`src/rtl/mandelbrot_dispatch.sv`:
```
// mandelbrot_dispatch
//   Frame scheduler that walks a raster scan, computes each pixel's complex
//   coordinate incrementally, and issues pixels round-robin to NUM_CORES
//   iteration cores. Results are retired in the same round-robin order, so the
//   packer always sees a raster-ordered RGB stream.
//
//   Optional build macro: DISPATCH_PERF_EN
//     Adds stall_cycles / frame_cycles performance counters.
module mandelbrot_dispatch #(
   parameter int NUM_CORES = 4,
   parameter int X_SIZE    = 1024,
   parameter int Y_SIZE    = 768
) (
   input  logic                     aclk,
   input  logic                     areset,
   input  logic                     start,
   input  logic [31:0]              zoom_f,
   input  logic [31:0]              re_lower,
   input  logic [31:0]              im_upper,
   output logic                     busy,
   output logic                     frame_done,
   output logic [NUM_CORES-1:0]     core_start,
   output logic [31:0]              core_c_re,
   output logic [31:0]              core_c_im,
   input  logic [NUM_CORES-1:0]     core_ready,
   input  logic [NUM_CORES-1:0]     core_done,
   input  logic [24*NUM_CORES-1:0]  core_rgb,
   output logic [NUM_CORES-1:0]     core_ack,
   output logic [23:0]              out_rgb,
   output logic                     out_valid,
   input  logic                     out_ready,
   output logic                     out_sof,
   output logic                     out_eol
`ifdef DISPATCH_PERF_EN
   ,
   output logic [31:0]              stall_cycles,
   output logic [31:0]              frame_cycles
`endif
);

   localparam int PW = (NUM_CORES > 1) ? $clog2(NUM_CORES) : 1;
   localparam int XW = (X_SIZE > 1) ? $clog2(X_SIZE) : 1;
   localparam int YW = (Y_SIZE > 1) ? $clog2(Y_SIZE) : 1;

   localparam logic [PW-1:0] PTR_MAX = PW'(NUM_CORES - 1);
   localparam logic [XW-1:0] X_MAX   = XW'(X_SIZE - 1);
   localparam logic [YW-1:0] Y_MAX   = YW'(Y_SIZE - 1);

   typedef enum logic [1:0] {
      S_IDLE,
      S_LOAD,
      S_RUN,
      S_DRAIN
   } state_t;

   state_t state_q, state_d;

   // Frame configuration shadows, frozen at LOAD.
   logic [31:0]   zoom_q, zoom_d;
   logic [31:0]   re_base_q, re_base_d;
   logic [31:0]   im_base_q, im_base_d;

   // Issue side: raster position and incrementally computed coordinate.
   logic [31:0]   c_re_q, c_re_d;
   logic [31:0]   c_im_q, c_im_d;
   logic [XW-1:0] ix_q, ix_d;
   logic [YW-1:0] iy_q, iy_d;
   logic [PW-1:0] issue_ptr_q, issue_ptr_d;

   // Retire side: raster position of the next pixel to retire.
   logic [XW-1:0] rx_q, rx_d;
   logic [YW-1:0] ry_q, ry_d;
   logic [PW-1:0] retire_ptr_q, retire_ptr_d;

   // Output register toward the packer.
   logic [23:0]   out_rgb_q, out_rgb_d;
   logic          out_valid_q, out_valid_d;
   logic          out_sof_q, out_sof_d;
   logic          out_eol_q, out_eol_d;
   logic          out_last_q, out_last_d;

   logic          issue_go;
   logic          issue_last;
   logic          retire_go;
   logic          out_pop;
   logic          frame_end;

   // Handshake decode: which events fire this cycle.
   always_comb begin
      issue_go   = (state_q == S_RUN) && core_ready[issue_ptr_q];
      issue_last = (ix_q == X_MAX) && (iy_q == Y_MAX);
      out_pop    = out_valid_q && out_ready;
      retire_go  = ((state_q == S_RUN) || (state_q == S_DRAIN)) &&
                   core_done[retire_ptr_q] && (!out_valid_q || out_ready);
      frame_end  = (state_q == S_DRAIN) && out_pop && out_last_q;
   end

   // Frame FSM next-state.
   always_comb begin
      // NOTE: next-state defaults to the current state so no latch is inferred.
      state_d = state_q;
      case (state_q)
         S_IDLE:  if (start) state_d = S_LOAD;
         S_LOAD:  state_d = S_RUN;
         S_RUN:   if (issue_go && issue_last) state_d = S_DRAIN;
         S_DRAIN: if (frame_end) state_d = S_IDLE;
         default: state_d = S_IDLE;
      endcase
   end

   // Frame FSM state register.
   always_ff @(posedge aclk or posedge areset) begin
      // NOTE: sequential state uses non-blocking assignments only.
      if (areset) state_q <= S_IDLE;
      else        state_q <= state_d;
   end

   // Datapath next-state: configuration load, issue stepping, retire stepping.
   always_comb begin
      zoom_d       = zoom_q;
      re_base_d    = re_base_q;
      im_base_d    = im_base_q;
      c_re_d       = c_re_q;
      c_im_d       = c_im_q;
      ix_d         = ix_q;
      iy_d         = iy_q;
      issue_ptr_d  = issue_ptr_q;
      rx_d         = rx_q;
      ry_d         = ry_q;
      retire_ptr_d = retire_ptr_q;
      out_rgb_d    = out_rgb_q;
      out_valid_d  = out_valid_q;
      out_sof_d    = out_sof_q;
      out_eol_d    = out_eol_q;
      out_last_d   = out_last_q;

      if (state_q == S_LOAD) begin
         zoom_d       = zoom_f;
         re_base_d    = re_lower;
         im_base_d    = im_upper;
         c_re_d       = re_lower;
         c_im_d       = im_upper;
         ix_d         = '0;
         iy_d         = '0;
         issue_ptr_d  = '0;
         rx_d         = '0;
         ry_d         = '0;
         retire_ptr_d = '0;
      end

      if (issue_go) begin
         if (ix_q == X_MAX) begin
            ix_d   = '0;
            iy_d   = iy_q + YW'(1);
            c_re_d = re_base_q;
            c_im_d = c_im_q - zoom_q;
         end else begin
            ix_d   = ix_q + XW'(1);
            c_re_d = c_re_q + zoom_q;
         end
         issue_ptr_d = (issue_ptr_q == PTR_MAX) ? '0 : issue_ptr_q + PW'(1);
      end

      if (retire_go) begin
         out_rgb_d   = core_rgb[int'(retire_ptr_q) * 24 +: 24];
         out_valid_d = 1'b1;
         out_sof_d   = (rx_q == '0) && (ry_q == '0);
         out_eol_d   = (rx_q == X_MAX);
         out_last_d  = (rx_q == X_MAX) && (ry_q == Y_MAX);
         if (rx_q == X_MAX) begin
            rx_d = '0;
            ry_d = ry_q + YW'(1);
         end else begin
            rx_d = rx_q + XW'(1);
         end
         retire_ptr_d = (retire_ptr_q == PTR_MAX) ? '0 : retire_ptr_q + PW'(1);
      end else if (out_pop) begin
         out_valid_d = 1'b0;
      end
   end

   // Datapath registers.
   always_ff @(posedge aclk or posedge areset) begin
      if (areset) begin
         zoom_q       <= '0;
         re_base_q    <= '0;
         im_base_q    <= '0;
         c_re_q       <= '0;
         c_im_q       <= '0;
         ix_q         <= '0;
         iy_q         <= '0;
         issue_ptr_q  <= '0;
         rx_q         <= '0;
         ry_q         <= '0;
         retire_ptr_q <= '0;
         out_rgb_q    <= '0;
         out_valid_q  <= 1'b0;
         out_sof_q    <= 1'b0;
         out_eol_q    <= 1'b0;
         out_last_q   <= 1'b0;
      end else begin
         zoom_q       <= zoom_d;
         re_base_q    <= re_base_d;
         im_base_q    <= im_base_d;
         c_re_q       <= c_re_d;
         c_im_q       <= c_im_d;
         ix_q         <= ix_d;
         iy_q         <= iy_d;
         issue_ptr_q  <= issue_ptr_d;
         rx_q         <= rx_d;
         ry_q         <= ry_d;
         retire_ptr_q <= retire_ptr_d;
         out_rgb_q    <= out_rgb_d;
         out_valid_q  <= out_valid_d;
         out_sof_q    <= out_sof_d;
         out_eol_q    <= out_eol_d;
         out_last_q   <= out_last_d;
      end
   end

   // One-hot issue and ack pulses; both follow the core handshake in the same cycle.
   always_comb begin
      core_start               = '0;
      core_ack                 = '0;
      core_start[issue_ptr_q]  = issue_go;
      core_ack[retire_ptr_q]   = retire_go;
   end

   assign busy       = (state_q != S_IDLE);
   assign frame_done = frame_end;
   assign core_c_re  = c_re_q;
   assign core_c_im  = c_im_q;
   assign out_rgb    = out_rgb_q;
   assign out_valid  = out_valid_q;
   assign out_sof    = out_sof_q;
   assign out_eol    = out_eol_q;

`ifdef DISPATCH_PERF_EN
   logic [31:0] stall_q, stall_d;
   logic [31:0] fcyc_q, fcyc_d;

   // Performance counters: clear at LOAD (LOAD itself counts as frame cycle 1), hold in IDLE.
   always_comb begin
      stall_d = stall_q;
      fcyc_d  = fcyc_q;
      case (state_q)
         S_LOAD: begin
            stall_d = '0;
            fcyc_d  = 32'd1;
         end
         S_RUN: begin
            fcyc_d = fcyc_q + 32'd1;
            if (!core_ready[issue_ptr_q]) stall_d = stall_q + 32'd1;
         end
         S_DRAIN: fcyc_d = fcyc_q + 32'd1;
         default: ;
      endcase
   end

   // Performance counter registers.
   always_ff @(posedge aclk or posedge areset) begin
      if (areset) begin
         stall_q <= '0;
         fcyc_q  <= '0;
      end else begin
         stall_q <= stall_d;
         fcyc_q  <= fcyc_d;
      end
   end

   assign stall_cycles = stall_q;
   assign frame_cycles = fcyc_q;
`endif

endmodule

```
`config.mk`:
```
export PLATFORM = sky130hd
export DESIGN_NAME = mandelbrot_dispatch
export DESIGN_NICKNAME = d
export VERILOG_FILES = /design/src/rtl/mandelbrot_dispatch.sv
export SDC_FILE = /design/constraint.sdc
export NUM_CORES = 1
export LEC_CHECK = 0
export BUFFER_PORTS_ARGS = -buffer_cell sky130_fd_sc_hd__clkbuf_2
export CAP_MARGIN = 40
export CORE_ASPECT_RATIO = 1.75
export CORE_MARGIN = 10
export CORE_UTILIZATION = 40
export DETAILED_ROUTE_END_ITERATION = 8
export HOLD_SLACK_MARGIN = 0.05
export PLACE_DENSITY_LB_ADDON = 0.3
export SETUP_SLACK_MARGIN = 0.2
export SYNTH_ARGS = -nofsm -noshare
export SYNTH_HDL_FRONTEND = slang
export SYNTH_SLANG_ARGS = --single-unit
```
`constraint.sdc`:
```
create_clock -name aclk -period 7.84 [get_ports aclk]
set_input_delay 0.784 -clock aclk [delete_from_list [all_inputs] [get_ports aclk]]
set_output_delay 0.784 -clock aclk [all_outputs]
set_load 0.01 [all_outputs]
```
==> results list <==
- The run finished with clean final reports.
* Most frequent cells after synthesis: 222 x nand2_1, 202 x dfrtp_1, 143 x o21ai_0
- Measured in cells, the most critical reg-to-reg path has a length of 11.
- After clock tree synthesis, the clock-pin slew on the worst setup and hold paths is 0.06 ns.
- Beginning of the worst register-to-register path: zoom_q[1]
- Main flop type after synthesis: dfrtp_1
- The region available for standard cell placement spans 32,100 sq um.
* Clk buf depth: 3
- Headroom to the max-slew limit came out at 41.2%.
- The area growth from synthesis to layout is 20.3%.
- Number of detailed-routing iterations run before antenna repair: 4
- Overflow left after global routing: 0
* Total number of vias: 11,584
- Class of the tightest hold or removal check: in -> async
- STA classifies the critical path startpoint as a flip-flop.
* Min cycle time layout: 3.77 ns
- Measured along the y axis, the die boundary spans 258 um.
* Hold bufs inserted after CTS: 0
- Setup repair after global routing missed its margin: no
- After synthesis, the netlist uses 73 different library cells.
- Total negative slack: 0 ns
* Area enclosed by the die boundary: 40,200 sq um
* Pin slew with the least headroom to its limit: 0.882 ns
- Power comes to 4.61 mW.
- YS warnings: 0
- The synthesized design contains 0 enable-type register cells.
- Summing all non-filler instances in the final layout gives an area of 15,600 sq um.
- Dividing the synthesized area by the synthesized cell count gives 9.19 sq um.
- In this run the count of I/O pins placed on the die edge is 305.
- Cts repair resizes: 0
- The top cell type by area accounts for 39.1% of the synthesized area.
* Area leader, netlist: dfrtp_1
- Count of port buffers added during placement: 304
- Worst r2r dst: core_c_im[31]
- After floorplanning, the core was divided into 87 placement rows.
* Total GRT Usage: 19.6%
- For this run, the register share of the synthesized area comes to 39.1%.
- After detailed routing, the number of remaining DRC violations is 0.
* Final core utilization: 48.5%
- CTS tree: done
- Synthesis produced a netlist with a net count of 1,695.
- The number of global-route vias before repair is 12,364.
* Number of setup buffers added after CTS: 0
- The setup check on the worst reg-to-reg path leaves a slack of 4.55 ns.
- Summed over all nets, the half-perimeter wirelength after detailed placement is 32.3 mm.
- Worst setup EP type: output pin
* P per Cell Area: 296 nW/um^2
- Number of DRC markers after the initial detailed-route iteration: 471
- Antenna violations before repair: 2
- Remaining antenna violation count after routing: 0
- In this run the horizontal extent of the chip is 156 um.
* Clock skew: 0.0195 ns
- The cell count after synthesis came out at 1,408.
- Post-DR vias/cell: 5.51
* Critical path class: reg -> out
- Required arrival time at the worst endpoint: 7.06 ns
- For this configuration, the core starts out at a cell density of 40.3%.
- For this block, the routed nets add up to 40.4 mm of wire.
- Setup violations remaining at the end of the flow were counted as 0.
* Final cycle utilization of the critical path: 48.1%
- Count of pins over their slew limit: 0
- In this run, CTS created clock tree buffers numbering 22.
- Source-to-sink clock delay at the later pin of the worst-skew pair: 0.53 ns
* Hold violation total from the final report: 0
* Count of state elements after synthesis: 202
* Post-Place Cell Area: 14,900 sq um
* Max-cap violations: 0
- The cell area that synthesis handed to floorplanning was 12,900 sq um.
- Of all nets on the critical path, the largest fanout is 30.
- At the worst endpoint, the arrival time is 2.99 ns.
- Entering global routing, the biggest net connects 111 pins.
* CTS root buf: clkbuf_16
- For this design, the sink count on the clock tree is 202.
* Fraction of layout instances using a drive strength above 1: 25.4%
* Leakage power summed over all cells: 7.42 nW
- Worst hold-check slack: 0.193 ns
- First-pass GRT wire length: 64.2 mm
- Per-cell routed wire length: 19.2 um
- FFs w/ async S/R, synth: 100%
- By area the synthesized netlist is led by dfrtp_1 39%, ha_1 7.8%, nand2_1 6.4%.
- Maximum frequency from static timing analysis: 0.265 GHz
* Cell with the most instances after synthesis: nand2_1
- The final layout contains 1,977 nets.
* RePlAce Congestion: 0.888
* Maximum vdd ir drop: 0.175 mV
- CTS H-Tree Depth: 1
[metrics by stage]
step                setup slack (ns)  std cells
global placement                4.68       2064
finish                          4.07       2101
detailed placement              4.60       2066
global route                    3.76       2100
floorplan                       1.55       1408
CTS                             4.00       2100
[registers in the layout, summed over array words and instances, names as in the netlist, 10 cells and up]
register and cells:
ry_q 10, ix_q 10, re_base_q 32, core_c_im 32, zoom_q 32, core_c_re 32, out_rgb 24, iy_q 10
rx_q 10
[placed cells by master (no fill, tap or decap), types with 6 or more instances in the layout]
cell type,instances
clkbuf_2,304
nand2b_1,23
mux2_2,35
and3_1,23
xnor2_1,26
a21oi_1,78
nor3_1,8
nand4_1,9
buf_4,13
mux2i_1,42
o31ai_1,17
o21a_1,9
a21o_1,33
a211oi_1,21
o21bai_1,9
mux4_2,25
nor2_1,76
nand3_1,30
dfrtp_1,201
o21ai_0,143
inv_1,74
o211ai_1,6
and2_1,13
clkbuf_16,22
nor2b_1,8
xor2_1,28
ha_1,80
a31oi_1,17
nand2_1,222
[critical path: stages, from the launching register on]
cell	delay, ns
dfrtp_2	0.94
mux4_2	0.37
o21ai_0	0.15
nor2b_2	0.31
buf_4	0.35
and2_1	0.18
clkbuf_2	0.14
[how the worst max path moves through the flow]
stage                    startpoint           end  cells past startpoint
finish              retire_ptr_q[0]   core_ack[2]                      6
global route        retire_ptr_q[0]   core_ack[2]                      6
CTS                 retire_ptr_q[0]   core_ack[0]                      6
detailed placement  retire_ptr_q[0]   core_ack[0]                      6
global placement    retire_ptr_q[0]   core_ack[2]                      6
floorplan                    areset  core_c_im[0]                      1
[routing by layer]
layer / GRT usage, % / wire length, um / vias up
met3: 5.23 / 2840 / 75
met4: 8.55 / 1550 / 2
met1: 20.3 / 14800 / 5575
li1: - / - / 5587
met2: 36.1 / 21200 / 345
met5: 0 / 14 / -
[kinds of logic after synthesis]
family	synth area share (%)
simple gates	15.7
compound gates	18.8
flops	39.1
buf+inv	4.02
mux	10.7
fa+ha+maj	8.15
xor+xnor	3.66
[layout make-up]
cell class	count	area (sq um)
fillers	3021	16500
multi-input cells	1070	7380
flip-flops and latches	202	5060
diodes	1	2.50
inverters	75	289
repair buffers	319	1670
well taps	400	500
clock inverters	7	71.3
clock buffers	27	589
[power breakdown]
group / switching, mW / leakage [nW] / internal (mW) / total, mW
logic: 1.20 / 4.64 / 0.927 / 2.13
clock network: 0.435 / 0.330 / 0.563 / 0.998
registers: 0.224 / 2.45 / 1.26 / 1.48
total: 1.86 / 7.42 / 2.75 / 4.61
Power figures use the tool's default switching activity.
